==> config.mk <==
export PLATFORM = sky130hd
export DESIGN_NAME = aes_job_sched
export DESIGN_NICKNAME = d
export VERILOG_FILES = /design/src/rtl/aes_pkg.sv /design/src/rtl/rr_arbiter.sv /design/src/rtl/aes_job_sched.sv
export SDC_FILE = /design/constraint.sdc
export NUM_CORES = 1
export LEC_CHECK = 0
export CAP_MARGIN = 10
export CORE_AREA = 2 2 614 616
export CTS_BUF_LIST = sky130_fd_sc_hd__clkbuf_8
export DETAILED_ROUTE_END_ITERATION = 10
export DIE_AREA = 0 0 616 618
export PLACE_DENSITY = 0.3
export SYNTH_ARGS = -nofsm -noshare
export SYNTH_HDL_FRONTEND = slang
export SYNTH_SLANG_ARGS = --single-unit
==> constraint.sdc <==
create_clock -name clk -period 3.15 [get_ports clk]
set_input_delay 0.315 -clock clk [delete_from_list [all_inputs] [get_ports clk]]
set_output_delay 0.315 -clock clk [all_outputs]
set_load 0.005 [all_outputs]
==> src/rtl/aes_pkg.sv <==
// Shared AES scheduling definitions: block geometry, round count, scheduler states
// and the channel-index width helper.
package aes_pkg;

    localparam int AES_BLK_W = 128;
    localparam int AES_NR    = 10;

    typedef enum logic [1:0] {
        IDLE,
        RUN,
        RESP
    } sched_state_t;

    // Width of a channel index; never narrower than one bit so a two-channel build still has an index.
    function automatic int ch_idx_w(input int n);
        return (n > 2) ? $clog2(n) : 1;
    endfunction

endpackage

==> src/rtl/rr_arbiter.sv <==
// Combinational round-robin arbiter: grants the first requester at or above ptr,
// wrapping from N-1 back to 0.
module rr_arbiter
    import aes_pkg::*;
#(
    parameter int N = 4,
    parameter int W = ch_idx_w(N)
) (
    input  logic [N-1:0] req,
    input  logic [W-1:0] ptr,
    output logic [N-1:0] gnt,
    output logic [W-1:0] idx
);

    logic [W:0]   pos;
    logic [W-1:0] cand;

    // Scan from the farthest offset down to ptr itself so the nearest requester is the last one written.
    always_comb begin
        gnt  = '0;
        idx  = '0;
        pos  = '0;
        cand = '0;
        for (int i = N - 1; i >= 0; i--) begin
            pos = {1'b0, ptr} + (W + 1)'(i);
            if (pos >= (W + 1)'(N)) begin
                pos = pos - (W + 1)'(N);
            end
            cand = pos[W-1:0];
            if (req[cand]) begin
                gnt       = '0;
                gnt[cand] = 1'b1;
                idx       = cand;
            end
        end
    end

endmodule

==> src/rtl/aes_job_sched.sv <==
// Shares one iterative AES-128 core between NUM_CH requesters: round-robin job
// acceptance, a single start-level pass per job, and a per-channel result handshake.
module aes_job_sched
    import aes_pkg::*;
#(
    parameter int NUM_CH = 4,
    parameter int NR     = AES_NR,
    parameter int TMO    = 13
) (
    input  logic                          clk,
    input  logic                          rstn,
    input  logic [NUM_CH-1:0]             req_valid,
    output logic [NUM_CH-1:0]             req_ready,
    input  logic [NUM_CH*AES_BLK_W-1:0]   req_pt,
    input  logic [NUM_CH*AES_BLK_W-1:0]   req_key,
    output logic                          core_start,
    output logic [AES_BLK_W-1:0]          core_pt,
    output logic [AES_BLK_W-1:0]          core_key,
    input  logic                          core_done,
    input  logic [AES_BLK_W-1:0]          core_ct,
    output logic [NUM_CH-1:0]             rsp_valid,
    input  logic [NUM_CH-1:0]             rsp_ready,
    output logic [AES_BLK_W-1:0]          rsp_ct,
    output logic                          rsp_err,
    output logic                          busy
);

    localparam int CW = ch_idx_w(NUM_CH);
    // A timeout shorter than a full pass would abort healthy jobs, so it is clamped to NR+2.
    localparam int TMO_EFF = (TMO > NR + 1) ? TMO : NR + 2;
    localparam int TW = $clog2(TMO_EFF + 1);
    localparam logic [TW-1:0] TMO_LAST = TW'(TMO_EFF - 1);
    localparam logic [CW-1:0] LAST_CH  = CW'(NUM_CH - 1);

    sched_state_t      state;
    sched_state_t      next_state;
    logic [CW-1:0]     rr_ptr;
    logic [CW-1:0]     cur_ch;
    logic [TW-1:0]     tmo_cnt;
    logic [NUM_CH-1:0] gnt;
    logic [CW-1:0]     gnt_idx;
    logic [NUM_CH-1:0] cur_sel;
    logic              rsp_hs;
    logic              timed_out;

    rr_arbiter #(
        .N(NUM_CH),
        .W(CW)
    ) u_arb (
        .req(req_valid),
        .ptr(rr_ptr),
        .gnt(gnt),
        .idx(gnt_idx)
    );

    assign cur_sel   = NUM_CH'(1) << cur_ch;
    assign rsp_hs    = (state == RESP) && rsp_ready[cur_ch];
    assign timed_out = (tmo_cnt == TMO_LAST);

    always_ff @(posedge clk or negedge rstn) begin
        if (!rstn) begin
            state <= IDLE;
        end else begin
            state <= next_state;
        end
    end

    // req_ready is also masked by rstn so it reads zero while reset is held, not just after it.
    always_comb begin
        next_state = state;
        req_ready  = '0;
        rsp_valid  = '0;
        busy       = 1'b0;
        unique case (state)
            IDLE: begin
                req_ready = rstn ? gnt : '0;
                if (|req_valid) begin
                    next_state = RUN;
                end
            end
            RUN: begin
                busy = 1'b1;
                if (core_done || timed_out) begin
                    next_state = RESP;
                end
            end
            RESP: begin
                busy      = 1'b1;
                rsp_valid = cur_sel;
                if (rsp_hs) begin
                    next_state = IDLE;
                end
            end
            default: begin
                next_state = IDLE;
            end
        endcase
    end

    // core_start drops on the edge where the controller wraps NR->0, leaving the core parked at round 0.
    always_ff @(posedge clk or negedge rstn) begin
        if (!rstn) begin
            rr_ptr     <= '0;
            cur_ch     <= '0;
            tmo_cnt    <= '0;
            core_start <= 1'b0;
            core_pt    <= '0;
            core_key   <= '0;
            rsp_ct     <= '0;
            rsp_err    <= 1'b0;
        end else begin
            unique case (state)
                IDLE: begin
                    if (|req_valid) begin
                        core_pt    <= req_pt[gnt_idx*AES_BLK_W +: AES_BLK_W];
                        core_key   <= req_key[gnt_idx*AES_BLK_W +: AES_BLK_W];
                        cur_ch     <= gnt_idx;
                        core_start <= 1'b1;
                        tmo_cnt    <= '0;
                    end
                end
                RUN: begin
                    tmo_cnt <= tmo_cnt + TW'(1);
                    if (core_done) begin
                        rsp_ct     <= core_ct;
                        rsp_err    <= 1'b0;
                        core_start <= 1'b0;
                    end else if (timed_out) begin
                        rsp_ct     <= '0;
                        rsp_err    <= 1'b1;
                        core_start <= 1'b0;
                    end
                end
                RESP: begin
                    if (rsp_hs) begin
                        rr_ptr <= (cur_ch == LAST_CH) ? '0 : cur_ch + CW'(1);
                    end
                end
                default: begin
                    core_start <= 1'b0;
                end
            endcase
        end
    end

    a_req_ready_onehot: assert property (@(posedge clk) disable iff (!rstn) $onehot0(req_ready));
    a_rsp_valid_onehot: assert property (@(posedge clk) disable iff (!rstn) $onehot0(rsp_valid));
    a_start_only_in_run: assert property (@(posedge clk) disable iff (!rstn) core_start |-> (state == RUN));

endmodule
==> After elaboration in Yosys (flattened, before gate mapping) <==
Cells that the tools add are included.
W data, S select, Z words.
{ "op_classes": {"reduce_logical": 17, "mux": 49, "n_eq_ne": 8, "shift": 3, "order_cmp": 13, "n_addsub": 9, "bitwise_logic": 1} }
{ "op_table": {"columns": ["op", "count"], "rows": [
  ["$shiftx A512 B10 Y128", 2],
  ["$mux W128", 2],
  ["$mux W4", 8],
  ["$mux W2", 12],
  ["$lt A2 B3 Y1 const B", 5],
  ["$mux W1", 15],
  ["$bmux W1 S2", 5],
  ["$ge A3 B3 Y1 const B", 3],
  ["$demux W1 S2", 4],
  ["$ge A2 B1 Y1 const B", 4],
  ["$pmux W4 S2", 1],
  ["$reduce_and A2 Y1", 4],
  ["$sub A2 B1 Y2 const B", 4],
  ["$add A2 B2 Y3 const B", 2],
  ["$ne A2 B2 Y1 const B", 3],
  ["$pmux W2 S3", 1],
  ["$reduce_and A3 Y1", 2],
  ["$logic_and A1 B1 Y1", 5],
  ["$add A4 B1 Y4 const B", 1],
  ["$eq A2 B2 Y1 const B", 2],
  ["$eq A4 B4 Y1 const B", 1],
  ["$reduce_bool A2 Y1", 2],
  ["$reduce_or A4 Y1", 1],
  ["$shl A1 B2 Y4 const A", 1],
  ["10 further kinds", 10]
]} }
{ "totals": {"register_bits": 396, "word_cells": 109} }

==> Logic depth before layout (Yosys ltp) <==
Gate-level depths: netlist of run 1.
{ "depth": {"ltp_word": 13, "mapped_depth": 14, "ltp_nobuf": 8} }

==> Cells and area by module <==
Synthesis of run 1 repeated with hierarchy kept, for this count alone.
{ "unflattened": {"cells_unflattened": 1279, "hier_area_um2": 21585.7} }
{ "by_module_without_submodules": {"columns": ["mod", "seq_area_each_um2", "cells_each", "area_per_inst_um2", "n_inst"], "rows": [
  ["aes_job_sched", 9909.5, 1219, 21090.2, 1],
  ["rr_arbiter", 0.0, 60, 495.5, 1]
]} }

==> Worst setup path after synthesis of run 1 <==
OpenSTA, ideal clock, no wires.
{ "synth_path": {"path_type": "flip-flop to flip-flop", "startpoint": "register rr_ptr[0]", "endpoint": "register core_key[11]", "required_time_ns": 3.007, "arrival_ns": 2.857, "path_stages_with_launch": 14, "path_slack_ns": 0.150, "cell_sequence": "dfrtp_1 buf_2 inv_1 ha_1 buf_2 nor2b_1 a2111oi_4 or4_1 buf_2 buf_4 clkbuf_2 and3_1 a211oi_1 a311oi_2"} }
{ "synth_via": {"elab_chain_cells": 10} }
{ "synth_lines": {"columns": ["element", "line", "source"], "rows": [
  ["from (decl)", "aes_job_sched.sv:37", "logic [CW-1:0] rr_ptr;"],
  ["from (signal assigned)", "aes_job_sched.sv:136", "rr_ptr <= (cur_ch == LAST_CH) ? '0 : cur_ch + CW'(1);"],
  ["$add A2 B2 Y3", "rr_arbiter.sv:25", "pos = {1'b0, ptr} + (W + 1)'(i);"],
  ["$ge A3 B3 Y1 / $sub A2 B1 Y2 (equally long branches)", "rr_arbiter.sv:26, rr_arbiter.sv:27", null],
  ["$mux W2", "rr_arbiter.sv:26", "if (pos >= (W + 1)'(N)) begin"],
  ["$bmux W1 S2", "rr_arbiter.sv:30", "if (req[cand]) begin"],
  ["$mux W1 (not written as such)", "rr_arbiter.sv:30", null],
  ["$mux W2 (3 in a row)", "rr_arbiter.sv:30", null],
  ["$mux W2 *", "rr_arbiter.sv:30", null],
  ["$shiftx A512 B10 Y128 *", "aes_job_sched.sv:116", "core_key <= req_key[gnt_idx*AES_BLK_W +: AES_BLK_W];"],
  ["to (signal assigned)", "aes_job_sched.sv:116", null],
  ["to (decl)", "aes_job_sched.sv:18", "output logic [AES_BLK_W-1:0] core_key,"]
]} }
Mark *: on every way between the ends. The rest lies on a longest branch, timed or not. The select of a mux whose other input is x is not followed.
A chain may end at the register's enable or synchronous reset.

==> Worst setup path in the final report of run 1 <==
{ "layout_path": {"startpoint": "register rr_ptr[0]", "endpoint": "output req_ready[0]"} }
{ "layout_via": {"elab_chain_cells": 13} }
{ "layout_lines": {"columns": ["element", "line", "source"], "rows": [
  ["$add A2 B2 Y3", "rr_arbiter.sv:25", null],
  ["$ge A3 B3 Y1 / $sub A2 B1 Y2 (equally long branches)", "rr_arbiter.sv:26, rr_arbiter.sv:27", null],
  ["$mux W2", "rr_arbiter.sv:26", null],
  ["$lt A2 B3 Y1 (not written as such) / $ge A2 B1 Y1 (equally long branches)", "rr_arbiter.sv:32", "gnt[cand] = 1'b1;"],
  ["$logic_and A1 B1 Y1 (not written as such)", "rr_arbiter.sv:32", null],
  ["$mux W1 (not written as such)", "rr_arbiter.sv:32", null],
  ["$demux W1 S2", null, null],
  ["$mux W4 (3 in a row)", "rr_arbiter.sv:30", null],
  ["$mux W4 *", "rr_arbiter.sv:30", null],
  ["$mux W4 *", "aes_job_sched.sv:76", "req_ready = rstn ? gnt : '0;"],
  ["$mux W4 *", "aes_job_sched.sv:74", "unique case (state)"],
  ["to (decl)", "aes_job_sched.sv:13", "output logic [NUM_CH-1:0] req_ready,"]
]} }
Marks and branches as above.

==> flow_summary.yaml, run 1 <==
logic_synthesis:
  synth_top_area_share_pct: 44.7
  ys_ff_latch: 396
  synth.avg_cell_area_sq_um: 9.17
  synth.most_common_cell: "nand2_1"
  synth-seq-area-share_pct: 44.7
  synth_commonest_cells: "nand2_1 (452), dfrtp_1 (396), nor2_1 (229), a211oi_1 (223), and3_1 (222)"
  synthAdderAreaFrac_pct: 0.959
  synth_top_family_by_area: "compound AO/OA/AOI/OAI gates"
  synth_edf_count: 0
  yosysWarnings: 0
  yosysTopAreaCell: "dfrtp_1"
  synth_xor_area_share_pct: 0.0395
  synth_compound_area_share_pct: 26.0
  yosys-top-cells-area: "dfrtp_1 (45%), a311oi_1 (8.4%), nand2_1 (7.6%), a211oi_1 (7.5%), and3_1 (6.3%)"
  async_flop_share_pct: 100
  syn_area_sq_um: 22200
  synth_top_flop_cell: "dfrtp_1"
  muxShareOfSynthArea_pct: 2.88
  yosys.area_share.simple_pct: 19.3
  synth_nets: 3598
  netlist_instances: 2418
  yosysUniqueCellTypes: 49
run_status:
  status: "finished with violations"
  violations: "setup timing"
timing:
  setup_viol: 1
  whs_ns: 0.104
  fin_skew_ns: 0.0814
  period_needed_ns: 3.15
  relSlewSlack_pct: 43.1
  finalSetupTns_ns: -0.00205
  tightest_slew_ns: 0.851
  period_share_pct: 100
  drv_slew: 0
  setup_slack_ns: -0.00205
  finalHoldViolCount: 0
  rsz0062_at_grt: "true"
  max_freq_ghz: 0.317
placed_design:
  port_buffers: 1557
  gp_congestion: 0.912
  dp_hpwl_mm: 286
  placed_area_sq_um: 44900
  pre_cts_slack_ns: -0.185
finish:
  nets: 5834
  synthToLayoutAreaGrowth_pct: 144
  finalInstanceArea_sq_um: 54100
  drive_gt1_share_pct: 9.08
clock_tree:
  cts_max_path_buffers: 4
  clkTransAtPathRegs_ns: 0.06
  numCtsBuffers: 102
  cts-root-buf: "clkbuf_8"
  cts_num_sinks: 396
  ctsHtreeMaxLevel: 3
  cts_tree: "built"
  clk_latency_ns: 0.96
route:
  routed_via_density: 3.31
  routed_wl_mm: 328
  drt_iter0_drc: 2225
  firstDrtPassIters: 5
  vias: 32400
  wl_per_cell_microns: 33.5
  drc_errors: 0
  drtAntennaViolNets: 0
flow_run:
  maxCapViolations: 0
hold_path:
  hold_path_class: "in -> reg"
die:
  die_w_microns: 616
  core-area_sq_um: 374000
  initial_core_util_pct: 5.93
  io-pin-count: 1558
  fp-row-count: 225
  die_h_microns: 618
  dieArea_sq_um: 381000
pwr:
  leakage_nw: 20.3
  ir_drop_uv: 413
  p_total_mw: 50.3
  powerDensity_nw_per_um2: 931
global_routing:
  track_usage_pct: 16.5
  grt_pass1_wl_mm: 403
  antenna_found_initial: 397
  grt_max_degree: 87
  grt_pass1_vias: 33300
  grt_overflow: 0
critical_path:
  cp-start-kind: "register"
  worstSetupEndpointType: "output pin"
  crit_fanout: 3
  worstPathRequired_ns: 2.83
  path_class: "reg -> out"
  critPathArrivalTime_ns: 2.84
## worst paths after layout
path / start / to / slack, ns / cells past startpoint
setup / recovery: rr_ptr[0] / req_ready[0] / -0.002 / 10
hold / removal: req_pt[392] / core_pt[8] / 0.10 / 3
setup reg to reg: rr_ptr[1] / core_pt[84] / 0.04 / 11
hold reg to reg: rsp_ct[69] / rsp_ct[69] / 0.50 / 1
max in group asynchronous: rstn / rsp_ct[41] / 1.25 / 4
min in group asynchronous: rstn / rsp_ct[91] / 0.65 / 4
## power breakdown
part	switching [mW]	leakage [nW]	internal, mW
combinational	18.4	14.5	14.6
sequential	2.01	4.64	7.76
clock	3.42	1.20	4.11
total	23.8	20.3	26.5
## worst max-delay path, cell delays in order, from the launching register on
cell and delay (ns):
dfrtp_1 0.40, inv_2 0.08, ha_4 0.27, buf_6 0.09, mux2i_2 0.22, nor2_2 0.08
buf_4 0.14, a22o_1 0.19, mux2i_1 0.14, o22ai_1 0.12, buf_4 0.16
## layout by cell type, fill, tap and decap left out, types with 42 or more instances in the layout
master / instances
and3_1: 219
clkdlybuf4s50_1: 1552
a211oi_1: 212
clkbuf_8: 121
buf_12: 55
o21ai_0: 43
a311oi_1: 212
diode_2: 83
nand2_1: 451
buf_4: 141
dfrtp_1: 396
dlygate4sd3_1: 628
nor2_1: 228
nand3_1: 42
a22o_1: 132
## stage by stage
stage / utilization, % / std cells
floorplan: - / 2418
global placement: 12.0 / 8897
detailed placement: 12.0 / 8897
CTS: 14.3 / 9708
global route: 14.4 / 9755
finish: 14.4 / 9800
## cell type report
type                    instances  area [sq um]
diodes                         83           208
clock buffers                 121          1670
flip-flops and latches        396          9910
inverters                      11          41.3
fillers                     42400        320000
clock inverters                52           454
multi-input cells            1748         11100
repair buffers               2395         24400
well taps                    4994          6250
## logic make-up after synthesis
group | count (synthesis)
AOI/OAI and AO/OA | 709
xor gates and xnor gates | 1
adders and majority gates | 17
buffers and inverters | 274
DFF | 396
muxes | 57
and+or+nand+nor | 964
## registers in the layout, summed over array words and instances, names as in the netlist
register    count
tmo_cnt         4
core_key      128
rsp_ct        128
cur_ch          2
state           2
core_pt       128
rr_ptr          2
rsp_err         1
core_start      1
## layer usage
layer  global-route usage [%]  vias to the layer above  part of all wire [%]
li1                         -                    13700                     -
met1                     18.6                    16000                    39
met2                     30.4                     1852                    51
met3                     4.66                      810                   7.0
met4                     3.64                       96                   3.4
met5                        0                        -                  0.19
## repair_timing
item | CTS | global route
endpoints found under the hold margin | 761 | 0
pin swaps | 7 | 10
setup buffers | 11 | 5
setup endpoints to repair | 25 | 61
cloned | 1 | 4
resized for setup | 31 | 23
hold buffers | 628 | 0
No activity file was read; power rests on OpenSTA's default activity.
==> inputs of run 2 (changes only) <==
- RECOVER_POWER: unset -> 50
==> flow_summary.yaml, run 2 (synthesized netlist as in run 1, its figures left out) <==
critical_path:
  worstSetupEndpointType: "output pin"
  path_class: "reg -> out"
  reg2reg_from: "rr_ptr[1]"
  worstPathRequired_ns: 2.83
  crit_fanout: 3
  critical_path.startpoint: "rr_ptr[0]"
  critPathArrivalTime_ns: 2.84
  cp-start-kind: "register"
route:
  drc_errors: 0
  firstDrtPassIters: 5
  routed_wl_mm: 328
  wl_per_cell_microns: 33.5
  m1WireLength_mm: 127
  highest_layer: "met5"
  route.met3.wl_mm: 23.2
  routed_via_density: 3.30
  routed-wl-met2_mm: 166
  drtAntennaViolNets: 0
  vias: 32300
  drt_iter0_drc: 2272
clock_tree:
  cts_num_sinks: 396
  cts_tree: "built"
  clk_latency_ns: 0.96
  clkTransAtPathRegs_ns: 0.06
  ctsHtreeMaxLevel: 3
  cts-root-buf: "clkbuf_8"
  cts_max_path_buffers: 4
  numCtsBuffers: 102
global_routing:
  grt_max_degree: 87
  antenna_found_initial: 395
  track_usage_pct: 16.5
  grt_pass1_wl_mm: 403
  grt_pass1_vias: 33300
  grt_overflow: 0
pwr:
  swShare_pct: 47.6
  internal_power_mw: 26.2
  powerDensity_nw_per_um2: 926
  p_total_mw: 50.0
  p_switching_mw: 23.8
  power_frac_clock_pct: 15.1
  leakage_nw: 20.3
  combPwrFrac_pct: 65.4
  power_frac_seq_pct: 19.5
  ir_drop_uv: 413
die:
  die_w_microns: 616
  die_h_microns: 618
  fp-row-count: 225
  initial_core_util_pct: 5.93
  dieArea_sq_um: 381000
  io-pin-count: 1558
  core-area_sq_um: 374000
timing:
  max_freq_ghz: 0.317
  fin_skew_ns: 0.0794
  setup_slack_ns: -0.00797
  drv_slew: 202
  rsz0062_at_grt: "true"
  relSlewSlack_pct: -31.9
  whs_ns: 0.0956
  tightest_slew_ns: 1.98
  finalHoldViolCount: 0
  setup_viol: 1
  period_needed_ns: 3.16
  period_share_pct: 100
hold_path:
  hold_path_class: "in -> reg"
  holdCritStartpoint: "req_pt[392]"
finish:
  nets: 5834
  synthToLayoutAreaGrowth_pct: 143
  nFillCells: 42400
  finalInstanceArea_sq_um: 54000
  final_common_cell: "clkdlybuf4s50_1"
  fin_util_pct: 14.4
  final_cell_mix: "clkdlybuf4s50_1 (1435), dlygate4sd3_1 (745), nand2_1 (451)"
  drive_gt1_share_pct: 8.98
  top_regs: "core_key (128), core_pt (128), rsp_ct (128)"
placed_design:
  placed_area_sq_um: 44900
  port_buffers: 1557
  gp_congestion: 0.912
  dp_hpwl_mm: 286
run_status:
  violations: "capacitance limit, slew limit, setup timing"
  status: "finished with violations"
flow_run:
  maxCapViolations: 3
[run 2: area by class of cell]
class | instances | area [sq um] | area share, %
Multi-Input combinational cell | 1748 | 11100 | 20.6
Timing Repair Buffer | 2395 | 24300 | 45.0
Clock inverter | 52 | 454 | 0.841
Tap cell | 4994 | 6250 | 11.6
Sequential cell | 396 | 9910 | 18.4
Inverter | 11 | 41.3 | 0.0765
Antenna cell | 88 | 220 | 0.408
Clock buffer | 121 | 1670 | 3.08
[run 2: per-stage QoR]
| stage | cells | TNS [ns] | setup slack (ns) |
|---|---|---|---|
| 2_1_floorplan | 2418 | 0 | 0.150 |
| 3_3_place_gp | 8897 | -6.92 | -0.169 |
| 3_5_place_dp | 8897 | -9.03 | -0.185 |
| 4_1_cts | 9708 | -0.549 | -0.178 |
| 5_1_grt | 9755 | -5.68 | -0.236 |
| 6_report | 9805 | -0.00797 | -0.00797 |
[run 2: power by group through the flow]
stage	registers [mW]	logic [mW]	clock network, mW
finish	9.73	32.7	7.54
global route	10.0	34.9	8.12
CTS	9.77	33.1	8.01
detailed placement	9.81	31.6	0
global placement	9.78	31.6	0
floorplan	9.30	12.9	0
[run 2: worst max-delay path: stages, from the launching register on]
cell and delay, ns:
dfrtp_1 0.40, inv_2 0.08, ha_4 0.27, buf_6 0.09, mux2i_2 0.22, nor2_2 0.08
buf_4 0.14, a22o_1 0.19, mux2i_1 0.14, o22ai_1 0.12, buf_4 0.16
[run 2: what timing repair did]
action	CTS	global route
setup endpoints to repair	25	61
cloned	1	4
pin swaps	7	10
hold buffers	628	0
resized for setup	31	23
hold endpoints to repair	761	0
buffers inserted	11	5
[run 2: worst paths after layout]
| path | slack (ns) | end | cells after the start |
|---|---|---|---|
| setup / recovery | -0.008 | req_ready[0] | 10 |
| hold / removal | 0.1 | core_pt[8] | 3 |
| setup reg to reg | 0.02 | core_pt[34] | 8 |
| hold reg to reg | 0.50 | rsp_ct[69] | 1 |
| max in group asynchronous | 0.66 | rsp_ct[125] | 4 |
| min in group asynchronous | 0.84 | rsp_ct[112] | 4 |
[run 2: layer usage]
| metal | GRT usage, % | up-vias |
|---|---|---|
| li1 | - | 13700 |
| met1 | 18.6 | 15900 |
| met2 | 30.4 | 1840 |
| met3 | 4.66 | 813 |
| met4 | 3.64 | 96 |
| met5 | 0 | - |
